### config.mk
export PLATFORM = sky130hd
export DESIGN_NAME = whistle_qualifier
export DESIGN_NICKNAME = d
export VERILOG_FILES = /design/src/rtl/whistle_qualifier.sv
export SDC_FILE = /design/constraint.sdc
export NUM_CORES = 1
export LEC_CHECK = 0
export BUFFER_PORTS_ARGS = -buffer_cell sky130_fd_sc_hd__buf_2
export CORE_UTILIZATION = 55
export CTS_CLUSTER_SIZE = 10
export DETAILED_ROUTE_END_ITERATION = 6
export PLACE_DENSITY = 0.74
export SLEW_MARGIN = 20
export SYNTH_ARGS = -nofsm -noshare
export SYNTH_HDL_FRONTEND = slang
export SYNTH_SLANG_ARGS = --single-unit
### constraint.sdc
create_clock -name clk -period 8.5 [get_ports clk]
set_input_delay 0.425 -clock clk [delete_from_list [all_inputs] [get_ports clk]]
set_output_delay 0.425 -clock clk [all_outputs]
set_load 0.1 [all_outputs]
### src/rtl/whistle_qualifier.sv
// -----------------------------------------------------------------------------
// whistle_qualifier
//
// Qualifies per-frame whistle detections coming out of an FFT tone detector.
// A whistle is declared once CONFIRM consecutive hit frames land within
// BIN_TOL bins of each other. The indication is then stretched for
// HOLD_CYCLES clocks after the tone is lost, so short dropouts do not
// split one whistle into several.
//
// Ports
//   clk            in   sole clock, rising edge
//   reset_n        in   asynchronous active-low reset
//   frame_valid    in   one-cycle strobe per completed FFT frame
//   frame_hit      in   detector fired for this frame (used only with frame_valid)
//   frame_bin      in   peak bin of this frame (used only with frame_valid)
//   clear_count    in   synchronous clear of event_count
//   whistle_active out  qualified and stretched whistle indication
//   whistle_start  out  one-cycle pulse when a new whistle qualifies
//   whistle_end    out  one-cycle pulse when whistle_active deasserts
//   whistle_bin    out  bin of the current/last qualified whistle
//   event_count    out  saturating count of qualified whistles
//
// All outputs come straight from flops.
// -----------------------------------------------------------------------------
module whistle_qualifier #(
  parameter int BIN_W       = 8,
  parameter int CONFIRM     = 3,
  parameter int BIN_TOL     = 2,
  parameter int HOLD_CYCLES = 12_500_000,
  parameter int CNT_W       = 8
) (
  input  logic             clk,
  input  logic             reset_n,
  input  logic             frame_valid,
  input  logic             frame_hit,
  input  logic [BIN_W-1:0] frame_bin,
  input  logic             clear_count,
  output logic             whistle_active,
  output logic             whistle_start,
  output logic             whistle_end,
  output logic [BIN_W-1:0] whistle_bin,
  output logic [CNT_W-1:0] event_count
);

  localparam int HOLD_W = $clog2(HOLD_CYCLES + 1);

  localparam logic [HOLD_W-1:0] HOLD_LOAD = HOLD_W'(HOLD_CYCLES);
  localparam logic [HOLD_W-1:0] HOLD_ZERO = '0;
  localparam logic [HOLD_W-1:0] HOLD_ONE  = HOLD_W'(1);
  localparam logic [BIN_W:0]    TOL       = (BIN_W + 1)'(BIN_TOL);
  localparam logic [3:0]        CONFIRM_N = 4'(CONFIRM);
  localparam logic [CNT_W-1:0]  CNT_MAX   = '1;
  localparam logic [CNT_W-1:0]  CNT_ONE   = CNT_W'(1);
  localparam logic [CNT_W-1:0]  CNT_ZERO  = '0;
  localparam logic [BIN_W-1:0]  BIN_ZERO  = '0;

  typedef enum logic [1:0] {
    S_IDLE    = 2'd0,
    S_CONFIRM = 2'd1,
    S_ACTIVE  = 2'd2,
    S_HOLD    = 2'd3
  } state_e;

  // FSM state and datapath registers
  state_e            state_q, state_d;
  logic [3:0]        run_q, run_d;
  logic [BIN_W-1:0]  ref_q, ref_d;
  logic [HOLD_W-1:0] hold_q, hold_d;

  // Output registers
  logic              active_q, active_d;
  logic              start_q, start_d;
  logic              end_q, end_d;
  logic [BIN_W-1:0]  bin_q, bin_d;
  logic [CNT_W-1:0]  cnt_q, cnt_d;

  // Frame classification
  logic [BIN_W:0]    bin_ext_s;
  logic [BIN_W:0]    ref_ext_s;
  logic [BIN_W:0]    diff_s;
  logic              hit_s;
  logic              match_s;
  logic              qualify_s;
  logic              tracking_s;

  // Frame classification: a hit, and a hit close enough to the reference bin.
  // The distance is taken on one extra bit so it never wraps around.
  always_comb begin
    bin_ext_s = {1'b0, frame_bin};
    ref_ext_s = {1'b0, ref_q};
    if (bin_ext_s >= ref_ext_s) begin
      diff_s = bin_ext_s - ref_ext_s;
    end else begin
      diff_s = ref_ext_s - bin_ext_s;
    end
    hit_s   = frame_valid & frame_hit;
    match_s = hit_s & (diff_s <= TOL);
  end

  // State register plus the run / reference / hold datapath registers
  always_ff @(posedge clk or negedge reset_n) begin
    if (!reset_n) begin
      state_q <= S_IDLE;
      run_q   <= 4'd0;
      ref_q   <= BIN_ZERO;
      hold_q  <= HOLD_ZERO;
    end else begin
      state_q <= state_d;
      run_q   <= run_d;
      ref_q   <= ref_d;
      hold_q  <= hold_d;
    end
  end

  // Next-state logic; qualify_s flags the frame that declares a new whistle
  always_comb begin
    state_d   = state_q;
    run_d     = run_q;
    ref_d     = ref_q;
    hold_d    = hold_q;
    qualify_s = 1'b0;
    case (state_q)
      S_IDLE: begin
        if (hit_s) begin
          ref_d = frame_bin;
          if (CONFIRM_N == 4'd1) begin
            state_d   = S_ACTIVE;
            run_d     = 4'd0;
            qualify_s = 1'b1;
          end else begin
            state_d = S_CONFIRM;
            run_d   = 4'd1;
          end
        end else begin
          run_d = 4'd0;
        end
      end
      S_CONFIRM: begin
        if (match_s) begin
          ref_d = frame_bin;
          if ((run_q + 4'd1) >= CONFIRM_N) begin
            state_d   = S_ACTIVE;
            run_d     = 4'd0;
            qualify_s = 1'b1;
          end else begin
            run_d = run_q + 4'd1;
          end
        end else if (hit_s) begin
          // A jump in pitch restarts the run from this new bin.
          run_d = 4'd1;
          ref_d = frame_bin;
        end else if (frame_valid) begin
          state_d = S_IDLE;
          run_d   = 4'd0;
        end else begin
          state_d = S_CONFIRM;
        end
      end
      S_ACTIVE: begin
        if (match_s) begin
          // Follow slow pitch drift of the whistle.
          ref_d = frame_bin;
        end else if (frame_valid) begin
          state_d = S_HOLD;
          hold_d  = HOLD_LOAD;
        end else begin
          state_d = S_ACTIVE;
        end
      end
      S_HOLD: begin
        // A returning tone takes priority over the hold timer expiring.
        if (match_s) begin
          state_d = S_ACTIVE;
          ref_d   = frame_bin;
          hold_d  = HOLD_ZERO;
        end else if (hold_q <= HOLD_ONE) begin
          state_d = S_IDLE;
          run_d   = 4'd0;
          hold_d  = HOLD_ZERO;
        end else begin
          hold_d = hold_q - HOLD_ONE;
        end
      end
      default: begin
        state_d = S_IDLE;
        run_d   = 4'd0;
        ref_d   = BIN_ZERO;
        hold_d  = HOLD_ZERO;
      end
    endcase
  end

  // Output next values, derived from the transition being taken
  always_comb begin
    tracking_s = (state_q == S_ACTIVE) || (state_q == S_HOLD);
    active_d   = (state_d == S_ACTIVE) || (state_d == S_HOLD);
    start_d    = qualify_s;
    end_d      = (state_q == S_HOLD) && (state_d == S_IDLE);

    if (qualify_s || (tracking_s && match_s)) begin
      bin_d = frame_bin;
    end else begin
      bin_d = bin_q;
    end

    // A clear coinciding with a qualify leaves exactly that one event counted.
    if (clear_count) begin
      if (qualify_s) begin
        cnt_d = CNT_ONE;
      end else begin
        cnt_d = CNT_ZERO;
      end
    end else if (qualify_s && (cnt_q != CNT_MAX)) begin
      cnt_d = cnt_q + CNT_ONE;
    end else begin
      cnt_d = cnt_q;
    end
  end

  // Output registers; reset drops everything without an end pulse
  always_ff @(posedge clk or negedge reset_n) begin
    if (!reset_n) begin
      active_q <= 1'b0;
      start_q  <= 1'b0;
      end_q    <= 1'b0;
      bin_q    <= BIN_ZERO;
      cnt_q    <= CNT_ZERO;
    end else begin
      active_q <= active_d;
      start_q  <= start_d;
      end_q    <= end_d;
      bin_q    <= bin_d;
      cnt_q    <= cnt_d;
    end
  end

  assign whistle_active = active_q;
  assign whistle_start  = start_q;
  assign whistle_end    = end_q;
  assign whistle_bin    = bin_q;
  assign event_count    = cnt_q;

endmodule

==> results of run 1 <==
-- metrics by stage --
step | total power (µW) | std cells
detailed placement | 452 | 523
global placement | 446 | 523
finish | 604 | 531
floorplan | 425 | 415
global route | 640 | 531
CTS | 609 | 531
-- synth_stat cells, types with 3 or more instances --
cell type  number  area [µm²]
nor3b_1         3        22.5
or3_1           5        31.3
nand2b_1        3        18.8
dfrtp_1        56        1400
clkbuf_1        9        33.8
o21ai_0        11        55.1
and2_1          4        25.0
buf_2           5        25.0
inv_1          33         124
a22oi_1        11        82.6
nor2b_1        10        62.6
nor3_1         19        95.1
ha_1           21         263
mux2_2         12         135
nand3_1         9        45.0
mux2i_1         9        90.1
a21o_2          3        26.3
a21oi_1        25         125
xor2_1          5        43.8
a311oi_1        3        26.3
or2_2           4        25.0
o21a_1          5        37.5
o31ai_1         5        37.5
a21o_1          6        45.0
a31oi_1         5        31.3
nor4_1          8        50.1
nor2_1         20        75.1
buf_6           4        45.0
a211o_1        12         105
nand2_1        26        97.6
and3_1          4        25.0
a211oi_1        6        45.0
-- power groups by stage --
stage	Clock, µW	Combinational [µW]	Sequential (µW)
detailed placement	0	155	297
CTS	162	155	292
global placement	0	150	296
global route	171	175	294
finish	156	156	292
floorplan	0	131	294
-- logic make-up (layout without fill, tap and decap cells) --
group / after synthesis / in the layout
AOI/OAI and AO/OA: 125 / 125
xor gates and xnor gates: 6 / 6
adders and majority gates: 23 / 23
buffers and inverters: 54 / 74
DFF: 56 / 56
muxes: 21 / 21
and+or+nand+nor: 130 / 130
-- cell type report --
cell class / count / area share [%]
inverters: 33 / 2.98
well taps: 96 / 2.89
clock buffers: 5 / 1.66
multi-input cells: 305 / 54.0
repair buffers: 33 / 4.10
flip-flops and latches: 56 / 33.7
clock inverters: 3 / 0.602
-- how the worst max path moves through the flow --
| stage | from | end | cells after the start |
|---|---|---|---|
| 3_3_place_gp | frame_bin[0] | event_count[5]$_DFFE_PN0P_ | 13 |
| 5_1_grt | ref_q[0]$_DFFE_PN0P_ | event_count[5]$_DFFE_PN0P_ | 12 |
| 4_1_cts | ref_q[0]$_DFFE_PN0P_ | event_count[5]$_DFFE_PN0P_ | 12 |
| 3_5_place_dp | frame_bin[0] | event_count[5]$_DFFE_PN0P_ | 13 |
| 6_report | ref_q[0]$_DFFE_PN0P_ | event_count[5]$_DFFE_PN0P_ | 12 |
| 2_1_floorplan | frame_bin[0] | event_count[6]$_DFFE_PN0P_ | 13 |
-- layer usage --
layer	wire length, µm	global-route usage, %
met3	335	4.10
met2	3660	36.3
met1	4120	33.6
met4	121	6.21
met5	0	0
-- state kept, by name, summed over array words and instances, names as in the netlist, 4 cells and up --
name / flops
run_q: 4
hold_q: 24
whistle_bin: 8
ref_q: 8
event_count: 8
==> impl_metrics.json, run 1 <==
{
  "place_area_um2": 4060,
  "cp_cell_sequence": "inv_1 -> ha_1 -> inv_1 -> fa_1 -> a21oi_1 -> o211ai_1 -> or4_1 -> o21ai_0 -> o211ai_2 -> a2111oi_4 -> nand4_1 -> mux2_2",
  "r2r_setup_slack_ns": 4.86,
  "dr.pass1.iters": 4,
  "synthXorXnorAreaFrac_pct": 1.34,
  "drt-initial-drc-count": 148,
  "wl_per_cell_um": 15.5,
  "start_util_pct": 57.3,
  "hold_viol_final": 0,
  "ys_ff_latch": 56,
  "max_stage_delay_ns": 0.74,
  "syn_area_per_cell_um2": 9.43,
  "crit_top_cell": "inv_1",
  "die_h_um": 86.4,
  "muxShareOfSynthArea_pct": 5.75,
  "cts_tree": "yes",
  "r2r_start": "ref_q[0]$_DFFE_PN0P_",
  "fin_crit_sh_pct": 42.8,
  "finalNetCount": 470,
  "cts_resized": 0,
  "coreArea_um2": 6830,
  "grt_pass1_wl_um": 13900,
  "status": "complete, no violations",
  "fin_util_pct": 60.8,
  "hp-class": "in2async",
  "synthFlopType": "dfrtp_1",
  "wl_um": 8240,
  "synth_fa_ha_area_share_pct": 7.74,
  "grt.total_usage_pct": 23.3,
  "synth_enable_flop_cells": 0,
  "path_class": "reg2reg",
  "ys_types": 74,
  "setup_ws_ns": 4.86,
  "vias_per_cell": 5.94,
  "multi_input_area_um2": 2250,
  "syn_nets": 451,
  "drc": 0,
  "cap_viol_max_count": 0,
  "grt_pass1_vias": 2926,
  "grt_max_degree": 57,
  "r2r_cells": 12,
  "critical_path_required_ns": 8.72,
  "final-max-slew-violation-count": 0,
  "switching_share_pct": 33.0,
  "root_buffer": "clkbuf_8",
  "seq_area_um2": 1400,
  "max_slew_margin_pct": 41.1,
  "p_per_area_nw_per_um2": 145,
  "syn2layout_area_growth_pct": 6.17,
  "post_cts.repair.setup_buffers": 0,
  "synth_simple_gate_area_share_pct": 17.9,
  "fin_area_um2": 4160,
  "cp_top_family": "compound AO/OA/AOI/OAI gates",
  "arrival_ns": 3.86,
  "final_cell_mix": "56 x dfrtp_1, 33 x inv_1, 31 x buf_2",
  "reg2reg_to": "event_count[5]$_DFFE_PN0P_",
  "antenna_left": 0,
  "final_common_cell": "dfrtp_1",
  "period_minus_slack_ns": 3.64,
  "antenna_cells": 0,
  "synth_cells": 415,
  "place_congestion": 0.927,
  "synth_top_family_by_area": "compound AO/OA/AOI/OAI gates",
  "clk_latency_ns": 0.32,
  "fin_setup_tns_ns": 0,
  "combPwrFrac_pct": 25.8,
  "die-width_um": 86.4,
  "worstPathMaxFanout": 13,
  "ys_seq_area_share_pct": 35.8,
  "hold_ws_ns": 0.237,
  "antenna_found_initial": 0,
  "cp_slowest_cell": "a2111oi_4",
  "fmax_mhz": 275,
  "postSynth.asyncResetShare_pct": 100,
  "clockBufferDepth": 2,
  "vias": 3153,
  "cp-start-kind": "flop",
  "portBuffers": 31,
  "layout-drive-gt1-share_pct": 18.9,
  "cts.sinks": 56,
  "cell_internal_pwr_uw": 405,
  "seqPwrFrac_pct": 48.4,
  "p_clk_share_pct": 25.8,
  "p_leak_uw": 0.00192,
  "row_count": 30,
  "synth_compound_area_share_pct": 24.6,
  "pre_cts_slack_ns": 4.69,
  "clkTransAtPathRegs_ns": 0.11,
  "switchingPower_uw": 199,
  "h-tree-depth": 2,
  "tightest_slew_ns": 0.883,
  "critPathCaptureType": "flop",
  "yosysWarnings": 0,
  "ir_drop_v": 0.0000599,
  "ctsHoldBuffers": 0,
  "crit_buf_inv": 2,
  "pin_count": 32,
  "synthesis.area_um2": 3910,
  "fin_skew_ns": 0.0168,
  "die_area_um2": 7460,
  "finalSetupViolations": 0,
  "rsz0062_at_grt": "false",
  "cts_made_buffers": 5,
  "nFillCells": 637,
  "overflow": 0,
  "hpwlAfterDp_um": 5890
}
(Power assumes the default switching activity.)
==> inputs of run 2 (changes only) <==
--- a/config.mk
+++ b/config.mk
@@ -5,11 +5,12 @@
 export SDC_FILE = /design/constraint.sdc
 export NUM_CORES = 1
 export LEC_CHECK = 0
+export ABC_AREA = 1
 export BUFFER_PORTS_ARGS = -buffer_cell sky130_fd_sc_hd__buf_2
 export CORE_UTILIZATION = 55
 export CTS_CLUSTER_SIZE = 10
 export DETAILED_ROUTE_END_ITERATION = 6
-export PLACE_DENSITY = 0.74
+export PLACE_DENSITY = 0.77
 export SLEW_MARGIN = 20
 export SYNTH_ARGS = -nofsm -noshare
 export SYNTH_HDL_FRONTEND = slang
==> constraint.sdc (replaced) <==
create_clock -name clk -period 3.3 [get_ports clk]
set_input_delay 0.165 -clock clk [delete_from_list [all_inputs] [get_ports clk]]
set_output_delay 0.165 -clock clk [all_outputs]
set_load 0.1 [all_outputs]
==> impl_metrics.json, run 2 <==
{
  "antenna_found_initial": 0,
  "cp_slowest_cell": "fa_1",
  "final_common_cell": "nand2_1",
  "cp_cell_sequence": "inv_1 -> ha_1 -> inv_1 -> fa_1 -> inv_1 -> nor2_1 -> a21oi_1 -> nand3_1 -> nor2_1 -> nand2_1 -> nor2_2 -> nand2_2 -> nand2_4 -> nand2_8 -> nand3_4 -> nand2_1 -> nor2_1 -> nor2_1",
  "row_count": 31,
  "fin_setup_tns_ns": 0,
  "coreArea_um2": 7370,
  "grt_pass1_wl_um": 16200,
  "p_per_area_nw_per_um2": 518,
  "cts_made_buffers": 5,
  "worstPathMaxFanout": 24,
  "clockBufferDepth": 2,
  "overflow": 0,
  "cts.sinks": 56,
  "wl_per_cell_um": 13.1,
  "tightest_slew_ns": 0.953,
  "yosysWarnings": 0,
  "final_cell_mix": "130 x nand2_1, 76 x nand3_1, 73 x nor2_1",
  "max_slew_margin_pct": 36.5,
  "cap_viol_max_count": 0,
  "period_minus_slack_ns": 2.76,
  "arrival_ns": 2.96,
  "place_congestion": 0.964,
  "met3WireLength_um": 350,
  "finalNetCount": 658,
  "ys_top_cells_by_count": "130 x nand2_1, 76 x nand3_1, 73 x nor2_1",
  "ys_ff_latch": 56,
  "ys_seq_area_share_pct": 32.7,
  "pre_cts_slack_ns": 0.573,
  "hp-class": "in2async",
  "fin_skew_ns": 0.0194,
  "topRoutingLayerUsed": "met4",
  "hold_ws_ns": -0.00895,
  "finalSetupViolations": 0,
  "cts_resized": 0,
  "hold_viol_final": 24,
  "synth_enable_flop_cells": 0,
  "clkTransAtPathRegs_ns": 0.10,
  "portBuffers": 31,
  "yosysTopAreaCellShare_pct": 32.7,
  "wirelength_met1_um": 4410,
  "yosysMostFrequentCell": "nand2_1",
  "synth_cells": 596,
  "h-tree-depth": 2,
  "status": "finished with violations",
  "synthFlopType": "dfrtp_1",
  "critical_path_required_ns": 3.50,
  "grt_max_degree": 43,
  "yosysTopAreaCell": "dfrtp_1",
  "syn2layout_area_growth_pct": 6.99,
  "root_buffer": "clkbuf_8",
  "post_cts.repair.setup_buffers": 0,
  "critPathCaptureType": "flop",
  "postSynth.asyncResetShare_pct": 100,
  "ys_top_cells_by_area": "dfrtp_1 33%, nand2_1 11%, nand3_1 8.9%, nor2_1 6.4%, inv_1 6.2%",
  "die_h_um": 90.2,
  "ir_drop_v": 0.000392,
  "nFillCells": 677,
  "violations": "negative hold slack",
  "antenna_left": 0,
  "hpwlAfterDp_um": 7300,
  "die-width_um": 90.2,
  "setup_ws_ns": 0.542,
  "drc": 0,
  "syn_nets": 632,
  "vias_per_cell": 5.38,
  "grt_pass1_vias": 3597,
  "largest_reg_flops": 24,
  "top_register": "hold_q",
  "start_util_pct": 58.1,
  "grt.total_usage_pct": 24.0,
  "wl_um": 9440,
  "clk_latency_ns": 0.32,
  "p_leak_uw": 0.00238,
  "dr.pass1.iters": 4,
  "syn_area_per_cell_um2": 7.18,
  "die_area_um2": 8140,
  "rsz0062_at_grt": "false",
  "cp-start-kind": "flop",
  "max_stage_delay_ns": 0.43,
  "pin_count": 32,
  "synthesis.area_um2": 4280,
  "fmax_mhz": 363,
  "antenna_cells": 0,
  "wl_met2_um": 4570,
  "ctsHoldBuffers": 0,
  "crit_top_cell": "nor2_1",
  "vias": 3883,
  "final-max-slew-violation-count": 0,
  "ys_types": 36,
  "path_class": "reg2reg",
  "layout-drive-gt1-share_pct": 13.2,
  "drt-initial-drc-count": 280,
  "cts_tree": "yes",
  "fin_crit_sh_pct": 83.6
}
## run 2: cell families after synthesis
group / synth area share [%]
simple gates: 35.4
buf+inv: 9.00
compound gates: 10.2
flops: 32.7
xor+xnor: 5.52
fa+ha+maj: 7.07
## run 2: critical path, delay by kind of cell, from the launching register on
family | cells | cell delay, ns
DFF | 1 | 0.39
buffers and inverters | 3 | 0.22
and+or+nand+nor | 12 | 1.30
AOI/OAI and AO/OA | 1 | 0.11
adders and majority gates | 2 | 0.58
## run 2: layer usage
metal  GRT usage (%)  up-vias
met2            40.7       79
met5               0        -
met1            32.0     1810
li1                -     1984
met3            3.13       10
met4            6.85        0
## run 2: through the flow
| step | cell area [µm²] | hold slack (ns) | power (µW) | util (%) | std cells |
|---|---|---|---|---|---|
| floorplan | 4280 | -0.131 | 1760 | - | 596 |
| global placement | 4490 | 0.352 | 1970 | 60.9 | 714 |
| detailed placement | 4490 | 0.366 | 1990 | 60.9 | 714 |
| CTS | 4580 | 0.0184 | 2380 | 62.1 | 722 |
| global route | 4580 | 0.0353 | 2560 | 62.1 | 722 |
| finish | 4580 | -0.00895 | 2370 | 62.1 | 722 |
## run 2: worst paths after layout
| kind | startpoint | to | slack [ns] | depth (start not counted) |
|---|---|---|---|---|
| worst max-delay path | ref_q[0]$_DFFE_PN0P_ | hold_q[19]$_DFFE_PN0P_ | 0.54 | 18 |
| worst min-delay path | reset_n | whistle_bin[0]$_DFFE_PN0P_ | -0.009 | 1 |
| worst max register to register | ref_q[0]$_DFFE_PN0P_ | hold_q[19]$_DFFE_PN0P_ | 0.54 | 18 |
| worst min register to register | whistle_bin[1]$_DFFE_PN0P_ | whistle_bin[1]$_DFFE_PN0P_ | 0.49 | 2 |
| max in group asynchronous | reset_n | hold_q[9]$_DFFE_PN0P_ | 2.55 | 2 |
| min in group clk | clear_count | event_count[1]$_DFFE_PN0P_ | 0.03 | 2 |
## run 2: report_power, final
group | switching [µW] | internal [µW]
clock | 232 | 151
sequential | 175 | 833
combinational | 626 | 354
total | 1030 | 1340
## run 2: layout make-up
| cell class | instances | area (µm²) | area share (%) |
|---|---|---|---|
| clock buffers | 5 | 68.8 | 1.50 |
| clock inverters | 3 | 21.3 | 0.464 |
| inverters | 78 | 293 | 6.39 |
| multi-input cells | 447 | 2490 | 54.5 |
| flip-flops and latches | 56 | 1400 | 30.6 |
| well taps | 99 | 124 | 2.70 |
| repair buffers | 34 | 178 | 3.88 |
